--- src/rtl/noc_endpoint_pkg.sv ---
// noc_endpoint_pkg: flit layout and quiesce states shared by the mesh endpoint
package noc_endpoint_pkg;
  localparam int FLIT_W = 32;
  localparam int ID_W = 4;
  localparam int SEQ_W = 8;
  localparam int PAYLOAD_W = 16;
  typedef struct packed {
    logic [ID_W-1:0] dest;
    logic [ID_W-1:0] src;
    logic [SEQ_W-1:0] seq;
    logic [PAYLOAD_W-1:0] payload;
  } flit_t;
  typedef enum logic [1:0] {Q_RUN, Q_DRAIN, Q_IDLE} q_state_t;
endpackage

--- src/rtl/noc_ep_fifo.sv ---
// noc_ep_fifo: power-of-two synchronous FIFO with valid/ready on both sides
module noc_ep_fifo #(
  parameter int W = 32,
  parameter int DEPTH = 4
) (
  input  logic         clk,
  input  logic         rst_n,
  input  logic         i_valid,
  output logic         o_ready,
  input  logic [W-1:0] i_data,
  output logic         o_valid,
  input  logic         i_ready,
  output logic [W-1:0] o_data
);
  localparam int AW = $clog2(DEPTH);
  logic [W-1:0] r_mem [DEPTH];
  logic [AW-1:0] r_wr, r_rd;
  logic [AW:0] r_cnt;
  logic w_push, w_pop;
  assign o_ready = r_cnt != (AW+1)'(DEPTH);
  assign o_valid = r_cnt != '0;
  assign o_data = r_mem[r_rd];
  assign w_push = i_valid & o_ready;
  assign w_pop = o_valid & i_ready;
  always_ff @(posedge clk or negedge rst_n)
    if (!rst_n) begin
      r_wr <= '0;
      r_rd <= '0;
      r_cnt <= '0;
    end else begin
      if (w_push) r_wr <= r_wr + AW'(1);
      if (w_pop) r_rd <= r_rd + AW'(1);
      r_cnt <= r_cnt + (AW+1)'(w_push) - (AW+1)'(w_pop);
    end
  always_ff @(posedge clk)
    if (w_push) r_mem[r_wr] <= i_data;
endmodule

--- src/rtl/noc_endpoint.sv ---
// noc_endpoint: host-side mesh endpoint; packs/injects single-flit packets,
// checks and ejects incoming flits, and runs the per-node quiesce handshake.
module noc_endpoint import noc_endpoint_pkg::*; #(
  parameter int NODE_ID = 1,
  parameter int TX_DEPTH = 4,
  parameter int RX_DEPTH = 4
) (
  input  logic                 clk,
  input  logic                 rst_n,
  input  logic                 i_host_tx_valid,
  output logic                 o_host_tx_ready,
  input  logic [ID_W-1:0]      i_host_tx_dest,
  input  logic [PAYLOAD_W-1:0] i_host_tx_payload,
  output logic                 o_net_out_valid,
  input  logic                 i_net_out_ready,
  output logic [FLIT_W-1:0]    o_net_out_flit,
  input  logic                 i_net_in_valid,
  output logic                 o_net_in_ready,
  input  logic [FLIT_W-1:0]    i_net_in_flit,
  output logic                 o_host_rx_valid,
  input  logic                 i_host_rx_ready,
  output logic [ID_W-1:0]      o_host_rx_src,
  output logic [SEQ_W-1:0]     o_host_rx_seq,
  output logic [PAYLOAD_W-1:0] o_host_rx_payload,
  input  logic                 i_quiesce_req,
  output logic                 o_quiesce_ack,
  output logic [15:0]          o_tx_count,
  output logic [15:0]          o_rx_count,
  output logic                 o_err_misroute,
  output logic                 o_err_seq
);
  localparam logic [ID_W-1:0] MY_ID = ID_W'(NODE_ID - 1);
  q_state_t r_state, w_state_nxt;
  logic [SEQ_W-1:0] r_tx_seq [2**ID_W];
  logic [SEQ_W-1:0] r_rx_exp [2**ID_W];
  logic [15:0] r_tx_count, r_rx_count;
  logic r_err_misroute, r_err_seq;
  flit_t w_tx_flit, w_rx_in, w_rx_head;
  logic w_tx_nf, w_rx_nf, w_tx_push, w_rx_push;
  assign w_tx_flit = '{dest: i_host_tx_dest, src: MY_ID, seq: r_tx_seq[i_host_tx_dest], payload: i_host_tx_payload};
  // rst_n gating keeps both readies low while reset is held
  assign o_host_tx_ready = rst_n & (r_state == Q_RUN) & !i_quiesce_req & w_tx_nf;
  assign w_tx_push = i_host_tx_valid & o_host_tx_ready;
  assign w_rx_in = flit_t'(i_net_in_flit);
  assign o_net_in_ready = rst_n & w_rx_nf;
  assign w_rx_push = i_net_in_valid & o_net_in_ready;
  assign o_host_rx_src = w_rx_head.src;
  assign o_host_rx_seq = w_rx_head.seq;
  assign o_host_rx_payload = w_rx_head.payload;
  assign o_tx_count = r_tx_count;
  assign o_rx_count = r_rx_count;
  assign o_err_misroute = r_err_misroute;
  assign o_err_seq = r_err_seq;
  noc_ep_fifo #(.W(FLIT_W), .DEPTH(TX_DEPTH)) u_tx_fifo (
    .clk(clk), .rst_n(rst_n),
    .i_valid(w_tx_push), .o_ready(w_tx_nf), .i_data(w_tx_flit),
    .o_valid(o_net_out_valid), .i_ready(i_net_out_ready), .o_data(o_net_out_flit)
  );
  noc_ep_fifo #(.W(FLIT_W), .DEPTH(RX_DEPTH)) u_rx_fifo (
    .clk(clk), .rst_n(rst_n),
    .i_valid(w_rx_push), .o_ready(w_rx_nf), .i_data(w_rx_in),
    .o_valid(o_host_rx_valid), .i_ready(i_host_rx_ready), .o_data(w_rx_head)
  );
  always_comb begin
    w_state_nxt = r_state;
    o_quiesce_ack = r_state == Q_IDLE;
    if (r_state == Q_RUN) w_state_nxt = i_quiesce_req ? Q_DRAIN : Q_RUN;
    else if (!i_quiesce_req) w_state_nxt = Q_RUN;
    else if (r_state == Q_DRAIN) w_state_nxt = o_net_out_valid ? Q_DRAIN : Q_IDLE;
  end
  always_ff @(posedge clk or negedge rst_n)
    if (!rst_n) begin
      r_state <= Q_RUN;
      r_tx_count <= '0;
      r_rx_count <= '0;
      r_err_misroute <= 1'b0;
      r_err_seq <= 1'b0;
      for (int i = 0; i < 2**ID_W; i++) begin
        r_tx_seq[i] <= '0;
        r_rx_exp[i] <= '0;
      end
    end else begin
      r_state <= w_state_nxt;
      if (w_tx_push) r_tx_seq[i_host_tx_dest] <= r_tx_seq[i_host_tx_dest] + SEQ_W'(1);
      if (o_net_out_valid & i_net_out_ready) r_tx_count <= r_tx_count + 16'd1;
      if (o_host_rx_valid & i_host_rx_ready) r_rx_count <= r_rx_count + 16'd1;
      if (w_rx_push) begin
        if (w_rx_in.dest != MY_ID) r_err_misroute <= 1'b1;
        if (w_rx_in.seq != r_rx_exp[w_rx_in.src]) r_err_seq <= 1'b1;
        r_rx_exp[w_rx_in.src] <= w_rx_in.seq + SEQ_W'(1);
      end
    end
endmodule

--- config.mk ---
export PLATFORM = sky130hd
export DESIGN_NAME = noc_endpoint
export DESIGN_NICKNAME = d
export VERILOG_FILES = /design/src/rtl/noc_endpoint_pkg.sv /design/src/rtl/noc_ep_fifo.sv /design/src/rtl/noc_endpoint.sv
export SDC_FILE = /design/constraint.sdc
export NUM_CORES = 1
export LEC_CHECK = 0
export BUFFER_PORTS_ARGS = -buffer_cell sky130_fd_sc_hd__buf_4
export CORE_UTILIZATION = 60
export DETAILED_ROUTE_END_ITERATION = 10
export GPL_ROUTABILITY_DRIVEN = 1
export GPL_TIMING_DRIVEN = 0
export PLACE_DENSITY = 0.8
export SYNTH_ARGS = -nofsm -noshare
export SYNTH_HDL_FRONTEND = slang
export SYNTH_SLANG_ARGS = --single-unit
--- constraint.sdc ---
create_clock -name clk -period 7.1 [get_ports clk]
set_clock_uncertainty 0.1 [all_clocks]
set_input_delay 0.71 -clock clk [delete_from_list [all_inputs] [get_ports clk]]
set_output_delay 0.71 -clock clk [all_outputs]
set_load 0.05 [all_outputs]
==> results of run 1 <==
logic make-up after synthesis:
logic type / share of synthesized area [%]
adders and majority gates: 1.07
xor gates and xnor gates: 2.96
AOI/OAI and AO/OA: 6.22
DFF: 64.1
and+or+nand+nor: 7.72
muxes: 15.1
other: 0.0167
buffers and inverters: 2.82
cell type report:
cell class	instances	area, um2	area share [%]
flip-flops and latches	530	14400	54.9
multi-input cells	915	7460	28.4
clock buffers	69	1460	5.55
repair buffers	157	1250	4.76
well taps	468	586	2.23
plain buffers	94	505	1.93
clock inverters	29	454	1.73
inverters	34	128	0.487
flip-flops by register name (all words and copies together), names as in the netlist, 2 cells and up:
name	flops
o_rx_count	16
o_tx_count	16
r_rx_exp	128
r_state	2
r_tx_seq	128
u_rx_fifo.r_cnt	3
u_rx_fifo.r_mem	112
u_rx_fifo.r_rd	2
u_rx_fifo.r_wr	2
u_tx_fifo.r_cnt	3
u_tx_fifo.r_mem	112
u_tx_fifo.r_rd	2
u_tx_fifo.r_wr	2
cells in the final DEF, fill, tap and decap left out, types with 10 or more instances in the layout:
master and n:
buf_2 35, nand2_1 121, edfxtp_1 224, clkbuf_16 53, mux4_2 92, a21oi_1 132, ha_1 16, buf_4 167
mux2i_1 49, xor2_1 18, dfrtp_1 306, o21ai_0 39, mux2_2 44, nand3_1 19, bufinv_16 10, nor2_1 159
xnor2_1 43, mux4_1 13, inv_1 33, clkinv_2 11, o21ai_1 32, clkbuf_1 41
worst max path at each step:
stage / to / slack (ns) / depth (start not counted)
5_1_grt: o_host_tx_ready / 2.04 / 7
6_report: o_host_tx_ready / 2.33 / 7
2_1_floorplan: r_rx_exp[25]$_DFFE_PN0P_ / 3.89 / 7
3_3_place_gp: u_tx_fifo.r_mem[0][12]$_DFFE_PP_ / 0.83 / 4
4_1_cts: o_host_tx_ready / 2.26 / 7
3_5_place_dp: u_tx_fifo.r_mem[2][12]$_DFFE_PP_ / 2.53 / 7
stage by stage:
| stage | instances | cell area [um2] | total power [mW] | utilization (%) | hold WS [ns] |
|---|---|---|---|---|---|
| after floorplan | 1573 | 22500 | 6.12 | - | 0.314 |
| after global placement | 2194 | 24200 | 6.84 | 65.9 | 0.354 |
| after detailed placement | 2197 | 24300 | 6.95 | 66.2 | 0.366 |
| after CTS | 2296 | 26200 | 10.0 | 71.4 | 0.177 |
| after global routing | 2296 | 26200 | 10.4 | 71.4 | 0.179 |
| final | 2296 | 26200 | 9.96 | 71.4 | 0.198 |
critical path, cell delays in order:
cell           delay, ns
dlygate4sd3_1       0.56
buf_8               0.43
buf_16              0.51
buf_16              0.50
or4b_1              0.56
a31oi_4             0.29
buf_4               0.26
power by group through the flow:
stage	combinational, mW	sequential (mW)	clock (mW)
after CTS	2.94	4.02	3.05
after global routing	3.10	4.08	3.17
after floorplan	2.02	4.10	0
after detailed placement	2.89	4.07	0
final	2.91	4.03	3.02
after global placement	2.81	4.03	0
per-layer routing:
metal  share of wire (%)  track usage (%)  vias up
li1                    -                -     6124
met1                  41             37.9     7152
met2                  49             43.7      578
met4                 2.3             7.73        0
met5                   0                0        -
met3                 7.0             5.41       89
==> flow_summary.json, run 1 <==
{
  "status": "completed",
  "synth.ff_latch_count": 530,
  "postRouteAntennaNets": 0,
  "period_needed_ns": 4.77,
  "startpoint_type": "primary input",
  "p_clk_share_pct": 30.3,
  "post-place-ws_ns": 2.53,
  "synth_top_cell_by_area": "dfrtp_1",
  "clock-root-buffer": "clkbuf_16",
  "crit_path_end_kind": "primary output",
  "reg2reg_slack_ns": 3.87,
  "p_sw_mw": 3.31,
  "overflow": 0,
  "cts_made_buffers": 53,
  "antenna_cells": 0,
  "setup_tns_ns": 0,
  "netSwitchingFraction_pct": 33.2,
  "critPathMaxFanout": 127,
  "track_usage_pct": 27.1,
  "postCtsSetupRepairBufs": 0,
  "vias_per_cell": 6.07,
  "ff2ff_path_depth": 9,
  "io_pins": 158,
  "p_seq_share_pct": 40.5,
  "ir_worst_vdd_mv": 0.209,
  "die_y_um": 195,
  "grt_pass1_vias": 14383,
  "hp-class": "primary input to flop",
  "port_buffers": 153,
  "dp.final_hpwl_mm": 32.7,
  "grt_max_degree": 128,
  "drv_cap": 0,
  "drt-total-wl_mm": 50.4,
  "p_per_area_mw_per_mm2": 380,
  "antenna_found_initial": 0,
  "final.period_utilization_pct": 67.2,
  "hold_violations": 0,
  "worst_slack_ns": 2.33,
  "synth-main-ff-cell": "dfrtp_1",
  "synth_top_area_share_pct": 34.1,
  "max_slew_margin_pct": 40.6,
  "power_frac_comb_pct": 29.2,
  "dr.pass1.iters": 5,
  "cts_sinks": 530,
  "nets": 1862,
  "synthTopCellsByCount": "dfrtp_1 (306), edfxtp_1 (224), nor2_1 (159)",
  "fill_cells": 2270,
  "drive_gt1_share_pct": 26.7,
  "syn_to_final_growth_pct": 16.8,
  "cts_resized": 0,
  "vias": 13943,
  "gp_congestion": 0.873,
  "routedWlPerCell_um": 21.9,
  "syn_inst": 1570,
  "crit_start": "rst_n",
  "holdPathStages": 1,
  "required_ns": 6.29,
  "worstSkewPairLatency_ns": 0.61,
  "initial_core_util_pct": 61.2,
  "post-synth-top-count-cell": "dfrtp_1",
  "cts_tree": "built",
  "worst_pin_slew_ns": 0.891,
  "reg2reg_to": "r_tx_seq[76]$_DFFE_PN0P_",
  "hp-start": "i_host_tx_payload[4]",
  "synth_edf_count": 224,
  "cp.arrival_ns": 3.96,
  "cts_hold_buf": 1,
  "avgSynthCellArea_um2": 14.3,
  "seq_area_frac_synth_pct": 64.1,
  "die_x_um": 195,
  "drc_errors": 0,
  "timing.fmax_mhz": 210,
  "rsz0062_at_grt": "false",
  "p_int_mw": 6.65,
  "drt_iter0_drc": 1134,
  "async_flop_share_pct": 57.7,
  "netlist_top_cells_area": "dfrtp_1 (34%), edfxtp_1 (30%), mux4_2 (9.2%)",
  "netlist_area_mm2": 0.0225,
  "rows": 70,
  "coreArea_mm2": 0.0367,
  "dieArea_mm2": 0.0382,
  "drv_slew": 0,
  "min_to": "u_tx_fifo.r_mem[3][4]$_DFFE_PP_",
  "finalSetupViolCount": 0,
  "clkTransAtPathRegs_ns": 0.06,
  "cts_buffer_depth": 3,
  "worstReg2RegStart": "r_tx_seq[48]$_DFFE_PN0P_",
  "grt_first_pass_wirelength_mm": 79.5,
  "leakage_nw": 10.7,
  "synthDistinctLibCells": 62,
  "htreeDepth": 2,
  "ys_warn_count": 0,
  "critPathKind": "primary input to primary output"
}
(Power assumes the default switching activity.)
==> run 2, diff against run 1 <==
==> constraint.sdc (replaced) <==
create_clock -name clk -period 4.8 [get_ports clk]
set_clock_uncertainty 0.1 [all_clocks]
set_input_delay 0.48 -clock clk [delete_from_list [all_inputs] [get_ports clk]]
set_output_delay 0.48 -clock clk [all_outputs]
set_load 0.05 [all_outputs]
==> run 2 against run 1 <==
Effect of this change: global-route usage is 0.24 points higher; power is 48% higher; sequential share of layout area is 0.76 points lower; worst setup slack worse by 1.8 ns; critical path type unchanged; largest cell class unchanged; highest routed layer unchanged.
==> flow_summary.json, run 2 (same netlist as run 1, synthesis figures left out) <==
{
  "dieArea_mm2": 0.0382,
  "timing.fmax_mhz": 232,
  "ff2ff_path_depth": 9,
  "rows": 70,
  "holdPathStages": 1,
  "mostFrequentLayoutCell": "dfrtp_1",
  "grt_max_degree": 128,
  "grt_pass1_vias": 14603,
  "vias": 13996,
  "period_needed_ns": 4.31,
  "leakage_nw": 10.9,
  "rsz0062_at_grt": "false",
  "overflow": 0,
  "antenna_found_initial": 0,
  "drt-total-wl_mm": 50.7,
  "drc_errors": 0,
  "ir_worst_vdd_mv": 0.360,
  "vias_per_cell": 6.00,
  "critPathMostFrequentCell": "buf_16",
  "dp_cells": 2197,
  "nets": 1899,
  "dr.pass1.iters": 7,
  "final.period_utilization_pct": 89.7,
  "cpMaxStageDelayCell": "dlygate4sd3_1",
  "hold_violations": 0,
  "drive_gt1_share_pct": 26.2,
  "fill_cells": 2215,
  "htreeDepth": 2,
  "worst_pin_slew_ns": 0.873,
  "syn_to_final_growth_pct": 18.4,
  "coreArea_mm2": 0.0367,
  "status": "completed",
  "dp.final_hpwl_mm": 32.7,
  "cp.arrival_ns": 3.73,
  "max_slew_margin_pct": 41.8,
  "timing.hold.ws_ns": 0.0294,
  "drt_iter0_drc": 1158,
  "p_per_area_mw_per_mm2": 555,
  "layout_common_cells": "dfrtp_1 (306), edfxtp_1 (224), buf_4 (167), nor2_1 (159), a21oi_1 (132)",
  "port_buffers": 153,
  "critPathMaxFanout": 127,
  "drv_cap": 0,
  "postRouteAntennaNets": 0,
  "crit_path_end_kind": "primary output",
  "cpPeakStageDelay_ns": 0.56,
  "cts_resized": 0,
  "grt_first_pass_wirelength_mm": 80.2,
  "critPathKind": "primary input to primary output",
  "clock-root-buffer": "clkbuf_16",
  "gp_congestion": 0.873,
  "antenna_cells": 0,
  "top_regs": "r_rx_exp (128), r_tx_seq (128)",
  "path_cells": "dlygate4sd3_1, buf_8, buf_16, buf_16, or4b_1, a31oi_4, buf_4",
  "seqCellArea_mm2": 0.0144,
  "die_y_um": 195,
  "startpoint_type": "primary input",
  "hp-class": "primary input to flop",
  "finalSetupViolCount": 0,
  "worst_slack_ns": 0.494,
  "track_usage_pct": 27.3,
  "post-place-ws_ns": 0.459,
  "cts_tree": "built",
  "routedWlPerCell_um": 21.7,
  "cts_buffer_depth": 3,
  "cts_sinks": 530,
  "worstSkewPairLatency_ns": 0.61,
  "required_ns": 4.22,
  "cts_made_buffers": 53,
  "multiInputGateArea_mm2": 0.00746,
  "io_pins": 158,
  "initial_core_util_pct": 61.2,
  "drv_slew": 0,
  "clkTransAtPathRegs_ns": 0.06,
  "fin_cells": 2333,
  "die_x_um": 195,
  "postCtsSetupRepairBufs": 0
}
run 2: cell count changes in the layout (fill, tap and decap cells not counted), sizes merged:
cell         change
dlygate4sd3     +37
run 2: path summary, 6_finish.rpt:
path                                          startpoint                                to  slack, ns
min in group asynchronous                          rst_n          r_rx_exp[72]$_DFFE_PN0P_       0.32
worst min register to register  r_tx_seq[62]$_DFFE_PN0P_          r_tx_seq[62]$_DFFE_PN0P_       0.37
worst min-delay path                   i_net_in_flit[27]  u_rx_fifo.r_mem[3][27]$_DFFE_PP_       0.03
worst max-delay path                               rst_n                   o_host_tx_ready       0.49
worst max register to register  r_tx_seq[48]$_DFFE_PN0P_          r_tx_seq[76]$_DFFE_PN0P_       1.59
max in group asynchronous                          rst_n           r_tx_seq[7]$_DFFE_PN0P_       2.77
run 2: per-layer routing:
layer	part of all wire [%]	track usage, %	vias to the layer above
met5	0	0	-
met4	2.2	7.73	0
met3	6.9	5.32	79
met2	49	44.5	561
met1	42	38.0	7148
li1	-	-	6208
run 2: timing repair:
item	in CTS	in global routing
setup endpoints to repair	0	0
hold endpoints to repair	215	0
hold buffers	38	0
run 2: area by class of cell:
class	instances	area share, %
Tap cell	468	2.20
Sequential cell	530	54.1
Inverter	34	0.480
Multi-Input combinational cell	915	28.0
Clock inverter	29	1.71
Clock buffer	69	5.48
Buffer	94	1.90
Timing Repair Buffer	194	6.09
run 2: worst max-delay path, delay by kind of cell:
kind	cells	cell delay, ns
AO/OA/AOI/OAI	1	0.28
buffers and inverters	5	2.24
AND/OR/NAND/NOR	1	0.56
run 2: per-stage QoR:
| stage | util, % | setup TNS (ns) | total power, mW | instance area [um2] |
|---|---|---|---|---|
| after floorplan | - | 0 | 9.05 | 22500 |
| after global placement | 65.9 | -440.35 | 10.1 | 24200 |
| after detailed placement | 66.2 | 0 | 10.3 | 24300 |
| after CTS | 72.5 | 0 | 14.8 | 26600 |
| after global routing | 72.5 | 0 | 15.3 | 26600 |
| final | 72.5 | 0 | 14.8 | 26600 |
run 2: power breakdown:
group,internal (mW),switching [mW]
combinational,1.65,2.68
clock,2.69,1.77
sequential,5.51,0.451
total,9.86,4.90
